<file path="config.mk">
export PLATFORM = sky130hd
export DESIGN_NAME = ram_fifo_ctrl
export DESIGN_NICKNAME = d
export VERILOG_FILES = /design/src/rtl/ram_fifo_ctrl.sv
export SDC_FILE = /design/constraint.sdc
export NUM_CORES = 1
export LEC_CHECK = 0
export ABC_AREA = 1
export CAP_MARGIN = 20
export CORE_ASPECT_RATIO = 2
export CORE_MARGIN = 3
export CORE_UTILIZATION = 50
export DETAILED_ROUTE_END_ITERATION = 7
export PLACE_DENSITY = 0.81
export REMOVE_ABC_BUFFERS = 1
export SYNTH_ARGS = -nofsm -noshare
export SYNTH_HDL_FRONTEND = slang
export SYNTH_SLANG_ARGS = --single-unit
</file>
<file path="constraint.sdc">
create_clock -name clk -period 4.2 [get_ports clk]
set_input_delay 1.26 -clock clk [delete_from_list [all_inputs] [get_ports clk]]
set_output_delay 1.26 -clock clk [all_outputs]
set_load 0.02 [all_outputs]
</file>
<file path="src/rtl/ram_fifo_ctrl.sv">
// First-word-fall-through FIFO controller driving a 64x8 true dual-port RAM (A = write, B = read).
// Define RAM_FIFO_CTRL_HWM_EN to add the hwm (peak occupancy since reset) output.
module ram_fifo_ctrl #(
  parameter int DATA_W = 8,
  parameter int ADDR_W = 6
) (
  input  logic              clk,
  input  logic              rst_n,
  input  logic              wr_valid,
  output logic              wr_ready,
  input  logic [DATA_W-1:0] wr_data,
  output logic              rd_valid,
  input  logic              rd_ready,
  output logic [DATA_W-1:0] rd_data,
  output logic [ADDR_W:0]   count,
  output logic              ram_we_a,
  output logic [ADDR_W-1:0] ram_addr_a,
  output logic [DATA_W-1:0] ram_data_a,
  output logic              ram_we_b,
  output logic [ADDR_W-1:0] ram_addr_b,
  output logic [DATA_W-1:0] ram_data_b,
  input  logic [DATA_W-1:0] ram_q_b
`ifdef RAM_FIFO_CTRL_HWM_EN
  ,
  output logic [ADDR_W:0]   hwm
`endif
);

  localparam int DEPTH = 2 ** ADDR_W;
  localparam logic [ADDR_W:0] DEPTH_C = (ADDR_W + 1)'(DEPTH);

  logic [ADDR_W-1:0] wptr;
  logic [ADDR_W-1:0] rptr;
  logic [ADDR_W:0]   mem_cnt;
  logic [ADDR_W:0]   mem_cnt_n;
  logic [ADDR_W:0]   count_n;
  logic              fetch_pending;
  logic [1:0]        out_cnt;
  logic [1:0]        out_cnt_n;
  logic [DATA_W-1:0] buf1;
  logic              push;
  logic              pop;
  logic              fetch;
  logic              ret;

  assign wr_ready = rst_n && (count < DEPTH_C);
  assign push     = wr_valid && wr_ready;
  assign rd_valid = (out_cnt != 2'd0);
  assign pop      = rd_valid && rd_ready;
  assign ret      = fetch_pending;

  // Only fetch when the word will have a free output slot by the time it returns.
  assign fetch = (mem_cnt != '0) &&
                 (({1'b0, out_cnt} + {2'b00, fetch_pending}) < (3'd2 + {2'b00, pop}));

  assign ram_we_a   = push;
  assign ram_addr_a = wptr;
  assign ram_data_a = wr_data;
  assign ram_we_b   = 1'b0;
  assign ram_addr_b = rptr;
  assign ram_data_b = '0;

  always_comb begin
    mem_cnt_n = mem_cnt;
    case ({push, fetch})
      2'b10:   mem_cnt_n = mem_cnt + 1'b1;
      2'b01:   mem_cnt_n = mem_cnt - 1'b1;
      default: mem_cnt_n = mem_cnt;
    endcase
  end

  always_comb begin
    out_cnt_n = out_cnt;
    if (ret && !pop)
      out_cnt_n = out_cnt + 2'd1;
    else if (!ret && pop)
      out_cnt_n = out_cnt - 2'd1;
  end

  assign count_n = mem_cnt_n + (ADDR_W + 1)'(fetch) + (ADDR_W + 1)'(out_cnt_n);

  // Pointer / occupancy registers and output-buffer head (rd_data)
  always_ff @(posedge clk or negedge rst_n) begin
    if (!rst_n) begin
      wptr          <= '0;
      rptr          <= '0;
      mem_cnt       <= '0;
      fetch_pending <= 1'b0;
      out_cnt       <= 2'd0;
      count         <= '0;
      rd_data       <= '0;
    end else begin
      if (push)
        wptr <= wptr + 1'b1;
      if (fetch)
        rptr <= rptr + 1'b1;
      mem_cnt       <= mem_cnt_n;
      fetch_pending <= fetch;
      out_cnt       <= out_cnt_n;
      count         <= count_n;
      if (pop && out_cnt == 2'd2)
        rd_data <= buf1;
      else if (ret && (out_cnt == 2'd0 || (pop && out_cnt == 2'd1)))
        rd_data <= ram_q_b;
    end
  end

  // Second output-buffer slot; only meaningful while out_cnt == 2
  always_ff @(posedge clk) begin
    if (ret && ((out_cnt == 2'd1 && !pop) || (out_cnt == 2'd2 && pop)))
      buf1 <= ram_q_b;
  end

`ifdef RAM_FIFO_CTRL_HWM_EN
  always_ff @(posedge clk or negedge rst_n) begin
    if (!rst_n)
      hwm <= '0;
    else if (count > hwm)
      hwm <= count;
  end
`endif

endmodule

</file>
==> summary.txt, run 1 <==
Outcome
  • Status: completed

CTS
  • CTS Sinks: 45
  • Cts bufs inserted: 5
  • Worst-path clk slew: ~0.090 ns
  • Skew-Pair Late Insertion Delay: 0.31 ns
  • TritonCTS clock tree: built
  • Root buffer cell: clkbuf_8
  • Htree depth: 2
  • CTS resizes: 0
  • Cts hold-fix bufs: 0
  • CTS max path bufs: 2
  • Postcts setup bufs: 0

Cells and area
  • Share of cells above drive strength 1: 0.156
  • P&R area growth vs syn: 17.2%
  • Nets: around 380
  • Antenna cells: 0

Setup path
  • Reg2Reg Setup Slack: around 0.99 ns
  • Crit path depth: 4
  • CP Buf/Inv Count: 3
  • Crit path max fanout: 6
  • Top delay family on crit path: buffers and inverters
  • Critical-path cell list: clkdlybuf4s50_1, nand2_2, inv_1, clkdlybuf4s50_1
  • Critical path arrival: about 2.6 ns
  • CP endpoint kind: output port
  • R2r startpoint: out_cnt[0]
  • Critical register-to-register path endpoint: count[6]
  • Crit. Startpoint: wr_valid
  • Max incr delay on CP: about 0.62 ns
  • Crit path to: ram_we_a
  • Data required, critical path: about 2.9 ns
  • Worst Setup Start Kind: input port
  • Cell mode on critical path: clkdlybuf4s50_1
  • Cell depth of the worst flop-to-flop path: 19
  • CP max stage cell: clkdlybuf4s50_1
  • Critical path class: in -> out

Die
  • Chip width: 58.2 um
  • Core area: just over 0.005 mm2
  • Die H: roughly 110 um
  • Row cnt: 37
  • Die area: approximately 0.0064 mm2
  • Initial Util: 0.525
  • Ports: 67

Synth
  • Yosys reg bits: between 40 and 50
  • Adder-cell share of the synthesized area: 0.0579
  • Number of library cell types mapped by synthesis: 35
  • Post-Synth Simple-Gate Area: 0.293
  • Post-Synth XOR/XNOR Area: 0.0483
  • Top post-synthesis cells by area: dfrtp_1 34%, nand2_1 9.8%, edfxtp_1 8.8%, ha_1 5.1%, buf_4 4.7%
  • Most frequent cells after synthesis: 71 x nand2_1, 37 x dfrtp_1, 25 x inv_1
  • Top cell type's share of synthesized area: 0.340
  • Mapped Cells: 308
  • Largest family of logic cells by synthesized area: simple AND/OR/NAND/NOR gates
  • Multiplexer area fraction after synthesis: 0
  • Synthesized cell area: roughly 0.0027 mm2
  • Cell taking the most area after synthesis: dfrtp_1
  • Avg Cell Area, Syn: roughly 8.8 um2
  • Yosys warnings: 0
  • Top FF cell, synth: dfrtp_1
  • Top-count cell post-synth: nand2_1
  • Seq/Total Area, Yosys: 0.429
  • Post-synth ARST share: 0.822
  • Synth Area in Compound Gates: 0.0616
  • Post-synth EDFFs: 8

Route
  • DRT iter0 DRCs: a little under 70
  • Antenna-violating nets left: 0
  • Total Wirelength: 5770 um
  • Vias post-DR: between 2000 and 2500
  • WL met2: about 3300 um
  • Vias per inst: roughly 5.3
  • Wire length on met3: about 240 um
  • DRC viols: 0
  • Top layer in use: met4
  • M1 WL: between 2000 and 2500 um
  • Drt wl/cell: between 10 and 15 um
  • Drt first pass iters: 4

STA
  • Worst Clk Skew: just over 0.005 ns
  • Final critical-path share of the clock period: 0.925
  • Unrepaired setup endpoints after global routing: no
  • Max-slew violations: 0
  • Max Fclk: about 0.26 GHz
  • Final Hold Vio Count: 0
  • Slew headroom: 0.348
  • Minimum clock period after layout: 3.88 ns
  • Final TNS setup: 0 ns
  • Final setup vio count: 0
  • Worst slew pin tran: about 0.97 ns

GRT
  • Initial antenna violation count: 0
  • Largest net degree at the start of global routing: 38
  • Grt total ovfl: 0
  • First-pass GRT wire length: between 9000 and 10000 um
  • Number of global-route vias before repair: roughly 2100
  • GR Util All Layers: 0.200

Worst hold path
  • HP Class: reg -> reg

Placed design
  • RD Place Congestion: 0.862
  • Hpwl dp: approximately 4600 um
  • I/O Buffers: approximately 40

Job
  • Max-Cap Viols: 0
## registers in the layout, summed over array words and instances, names as in the netlist
| register | cells |
|---|---|
| buf1 | 8 |
| count | 7 |
| fetch_pending | 1 |
| mem_cnt | 7 |
| out_cnt | 2 |
| ram_addr_a | 6 |
| ram_addr_b | 6 |
| rd_data | 8 |
## worst register-to-register path, stage by stage, from the launching register on
cell and delay, ns:
dfrtp_1 0.44, inv_1 0.10, ha_1 0.23, inv_2 0.17
nand3_2 0.11, a21oi_4 0.15, nand2_2 0.06, inv_1 0.06
ha_1 0.29, xnor2_1 0.17, ha_1 0.28, inv_1 0.05
o21bai_1 0.20, fa_1 0.23, a21boi_4 0.21, nand3_4 0.10
nor2_4 0.10, nand2_2 0.05, nand2_1 0.05, nand2_1 0.05
## worst min path at each step
stage | slack [ns] | depth (start not counted) | end | from
floorplan | 0.51 | 1 | out_cnt[0] | out_cnt[0]
CTS | 0.51 | 1 | ram_addr_a[4] | ram_addr_a[4]
finish | 0.50 | 1 | ram_addr_a[5] | ram_addr_a[5]
global route | 0.53 | 1 | ram_addr_b[5] | ram_addr_b[5]
global placement | 0.46 | 1 | ram_addr_b[5] | ram_addr_b[5]
detailed placement | 0.49 | 1 | ram_addr_a[4] | ram_addr_a[4]
## metrics by stage
step	util	worst slack, ns	hold slack [ns]	area (um2)	std cells
floorplan	-	0.503	0.514	2570	290
global placement	0.598	0.207	0.461	3100	396
detailed placement	0.598	0.139	0.492	3100	396
CTS	0.615	0.310	0.506	3190	404
global route	0.615	0.241	0.525	3190	404
finish	0.615	0.316	0.497	3190	404
## logic make-up (layout without fill, tap and decap cells)
| kind of cell | Yosys count | count (layout) |
|---|---|---|
| and+or+nand+nor | 155 | 155 |
| buffers and inverters | 57 | 87 |
| DFF | 45 | 45 |
| AOI/OAI and AO/OA | 23 | 23 |
| xor gates and xnor gates | 15 | 15 |
| adders and majority gates | 12 | 12 |
| other | 1 | 9 |
## layer usage
metal | vias up | GRT usage
li1 | 1052 | -
met2 | 68 | 0.382
met5 | - | 0
met1 | 999 | 0.190
met4 | 0 | 0.101
met3 | 14 | 0.0478
## layout make-up
class | instances | area, um2
Clock buffer | 5 | 68.8
Sequential cell | 45 | 1170
Multi-Input combinational cell | 214 | 1290
Clock inverter | 3 | 21.3
Tap cell | 58 | 72.6
Fill cell | 459 | 1990
Inverter | 31 | 116
Timing Repair Buffer | 48 | 458
## layout by cell type (no fill, tap or decap), drive strengths merged
| cell type | n |
|---|---|
| edfxtp | 8 |
| inv | 31 |
| buf | 8 |
| a31oi | 8 |
| nand3 | 22 |
| nor3 | 1 |
| nor3b | 1 |
| dfrtp | 37 |
| nor2 | 26 |
| a21boi | 1 |
| o21ai | 7 |
| a21oi | 6 |
| clkdlybuf4s50 | 40 |
| ha | 11 |
| conb | 9 |
| o21bai | 1 |
| nand2 | 85 |
| clkinvlp | 1 |
| fa | 1 |
| nand4 | 20 |
| xor2 | 6 |
| clkbuf | 5 |
| clkinv | 2 |
| xnor2 | 9 |
Power of run 1 is left out: the tool's default activity adds up to more than one toggle a clock period on the data nets, which glitch-free logic cannot reach.
==> run 2, diff against run 1 <==
Settings changed: CORE_MARGIN 3 to 2.
==> summary.txt, run 2 (same netlist as run 1, synthesis figures left out) <==
Route
  • Vias post-DR: 2182 (+2.3%)
  • Antenna-violating nets left: 0 (unchanged)
  • Drt wl/cell: 13.9 um (-2.5%)
  • Vias per inst: 5.36 (+1.5%)
  • Total Wirelength: 5670 um (-1.7%)
  • DRT iter0 DRCs: 73 (+7.4%)
  • DRC viols: 0 (unchanged)
  • Drt first pass iters: 5 (+1)

Placed design
  • Hpwl dp: 4340 um (-4.7%)
  • I/O Buffers: 41 (unchanged)
  • RD Place Congestion: 1.07 (+24%)
  • Pre-CTS setup slack: 0.158 ns (+0.0198 ns)

CTS
  • Root buffer cell: clkbuf_8
  • CTS Sinks: 45 (unchanged)
  • Cts hold-fix bufs: 0 (unchanged)
  • Postcts setup bufs: 0 (unchanged)
  • Cts bufs inserted: 5 (unchanged)
  • CTS resizes: 0 (unchanged)
  • TritonCTS clock tree: built
  • Skew-Pair Late Insertion Delay: 0.30 ns (about the same)
  • Htree depth: 2 (unchanged)
  • CTS max path bufs: 2 (unchanged)
  • Worst-path clk slew: 0.08 ns (about the same)

STA
  • Final setup margin: 0.342 ns (+0.0264 ns)
  • Final TNS setup: 0 ns (unchanged)
  • Worst slew pin tran: 1.00 ns (+0.0328 ns)
  • Max Fclk: 0.259 GHz (+0.68%)
  • Final Hold Vio Count: 0 (unchanged)
  • Worst Clk Skew: 0.00368 ns (-0.00150 ns)
  • Final critical-path share of the clock period: 0.919 (-0.00628)
  • Final setup vio count: 0 (unchanged)
  • Unrepaired setup endpoints after global routing: no
  • Max-slew violations: 0 (unchanged)
  • Minimum clock period after layout: 3.86 ns (-0.0264 ns)
  • Slew headroom: 0.326 (-0.0220)

Setup path
  • Crit path to: ram_we_a
  • Worst Setup Start Kind: input port
  • Critical register-to-register path endpoint: count[6]
  • Crit. Startpoint: wr_valid
  • Critical path arrival: 2.60 ns (-0.02 ns)
  • Reg2Reg Setup Slack: 1.04 ns (+0.05 ns)
  • Data required, critical path: 2.94 ns (about the same)
  • Critical path class: in -> out
  • CP endpoint kind: output port
  • Crit path max fanout: 6 (unchanged)
  • Cell depth of the worst flop-to-flop path: 18 (-1)
  • R2r startpoint: out_cnt[0]

GRT
  • Initial antenna violation count: 0 (unchanged)
  • GR Util All Layers: 0.210 (+0.0101)
  • Grt total ovfl: 0 (unchanged)
  • First-pass GRT wire length: 10200 um (+5.7%)
  • Number of global-route vias before repair: 2264 (+5.4%)
  • Largest net degree at the start of global routing: 38 (unchanged)

Die
  • Ports: 67 (unchanged)
  • Die H: 108 um (-1.8%)
  • Row cnt: 38 (+2.7%)
  • Chip width: 56.2 um (-3.4%)
  • Die area: 0.00608 mm2 (-5.2%)
  • Initial Util: 0.511 (-0.0138)
  • Core area: 0.00533 mm2 (+2.7%)

Worst hold path
  • HP Class: reg -> reg

Cells and area
  • P&R area growth vs syn: 17.4%
  • Largest regs: buf1 (8), rd_data (8)
  • Antenna cells: 0 (unchanged)
  • Share of cells above drive strength 1: 0.153 (-0.00333)
  • Final Core Density: 0.600 (-0.0155)
  • Commonest cells after routing, fill and taps aside: 71 x nand2_1, 40 x clkdlybuf4s50_1, 37 x dfrtp_1
  • Nets: 378 (+0.27%)
  • Most common cell after layout, fill and taps aside: nand2_1

Outcome
  • Status: completed

Job
  • Max-Cap Viols: 0 (unchanged)
==> run 2: cell types whose count changed in the layout (fill, tap and decap cells not counted), sizes merged <==
cell	delta
buf	+1
inv	-1
clkbuf	+2
clkinv	-1
==> run 2: layout make-up <==
| cell class | instances | area (um2) |
|---|---|---|
| clock buffer | 7 | 76.3 |
| clock inverter | 1 | 7.51 |
| fill | 455 | 2130 |
| inverter | 31 | 116 |
| multi-input combinational | 214 | 1290 |
| sequential | 45 | 1170 |
| tap | 60 | 75.1 |
| timing repair buffer | 49 | 465 |
==> run 2: worst min path at each step <==
stage                     cells past startpoint             to          start
after floorplan                               1     out_cnt[0]     out_cnt[0]
after global placement                        1  ram_addr_a[5]  ram_addr_a[5]
after detailed placement                      1  ram_addr_b[5]  ram_addr_b[5]
after CTS                                     1  ram_addr_b[5]  ram_addr_b[5]
after global routing                          1  ram_addr_b[5]  ram_addr_b[5]
final                                         1  ram_addr_b[5]  ram_addr_b[5]
==> run 2: layer usage <==
metal / wire length [um] / vias to the layer above / GRT usage / part of all wire
met3: 335 / 14 / 0.0407 / 0.059
met5: 0 / - / 0 / 0
li1: - / 1052 / - / -
met2: 3020 / 96 / 0.374 / 0.53
met1: 2170 / 1020 / 0.235 / 0.38
met4: 150 / 0 / 0.102 / 0.026
==> run 2: stage by stage <==
stage,cells,cell area (um2),hold slack [ns]
3_3_place_gp,399,3110,0.462
5_1_grt,407,3190,0.499
2_1_floorplan,290,2570,0.514
4_1_cts,407,3190,0.485
3_5_place_dp,399,3110,0.470
6_report,407,3190,0.479
==> run 2: worst max-delay path, stage by stage <==
cell             delay [ns]
clkdlybuf4s50_1        0.47
nand2_2                0.12
inv_1                  0.13
clkdlybuf4s50_1        0.61
Power of run 2 is left out for the same reason.
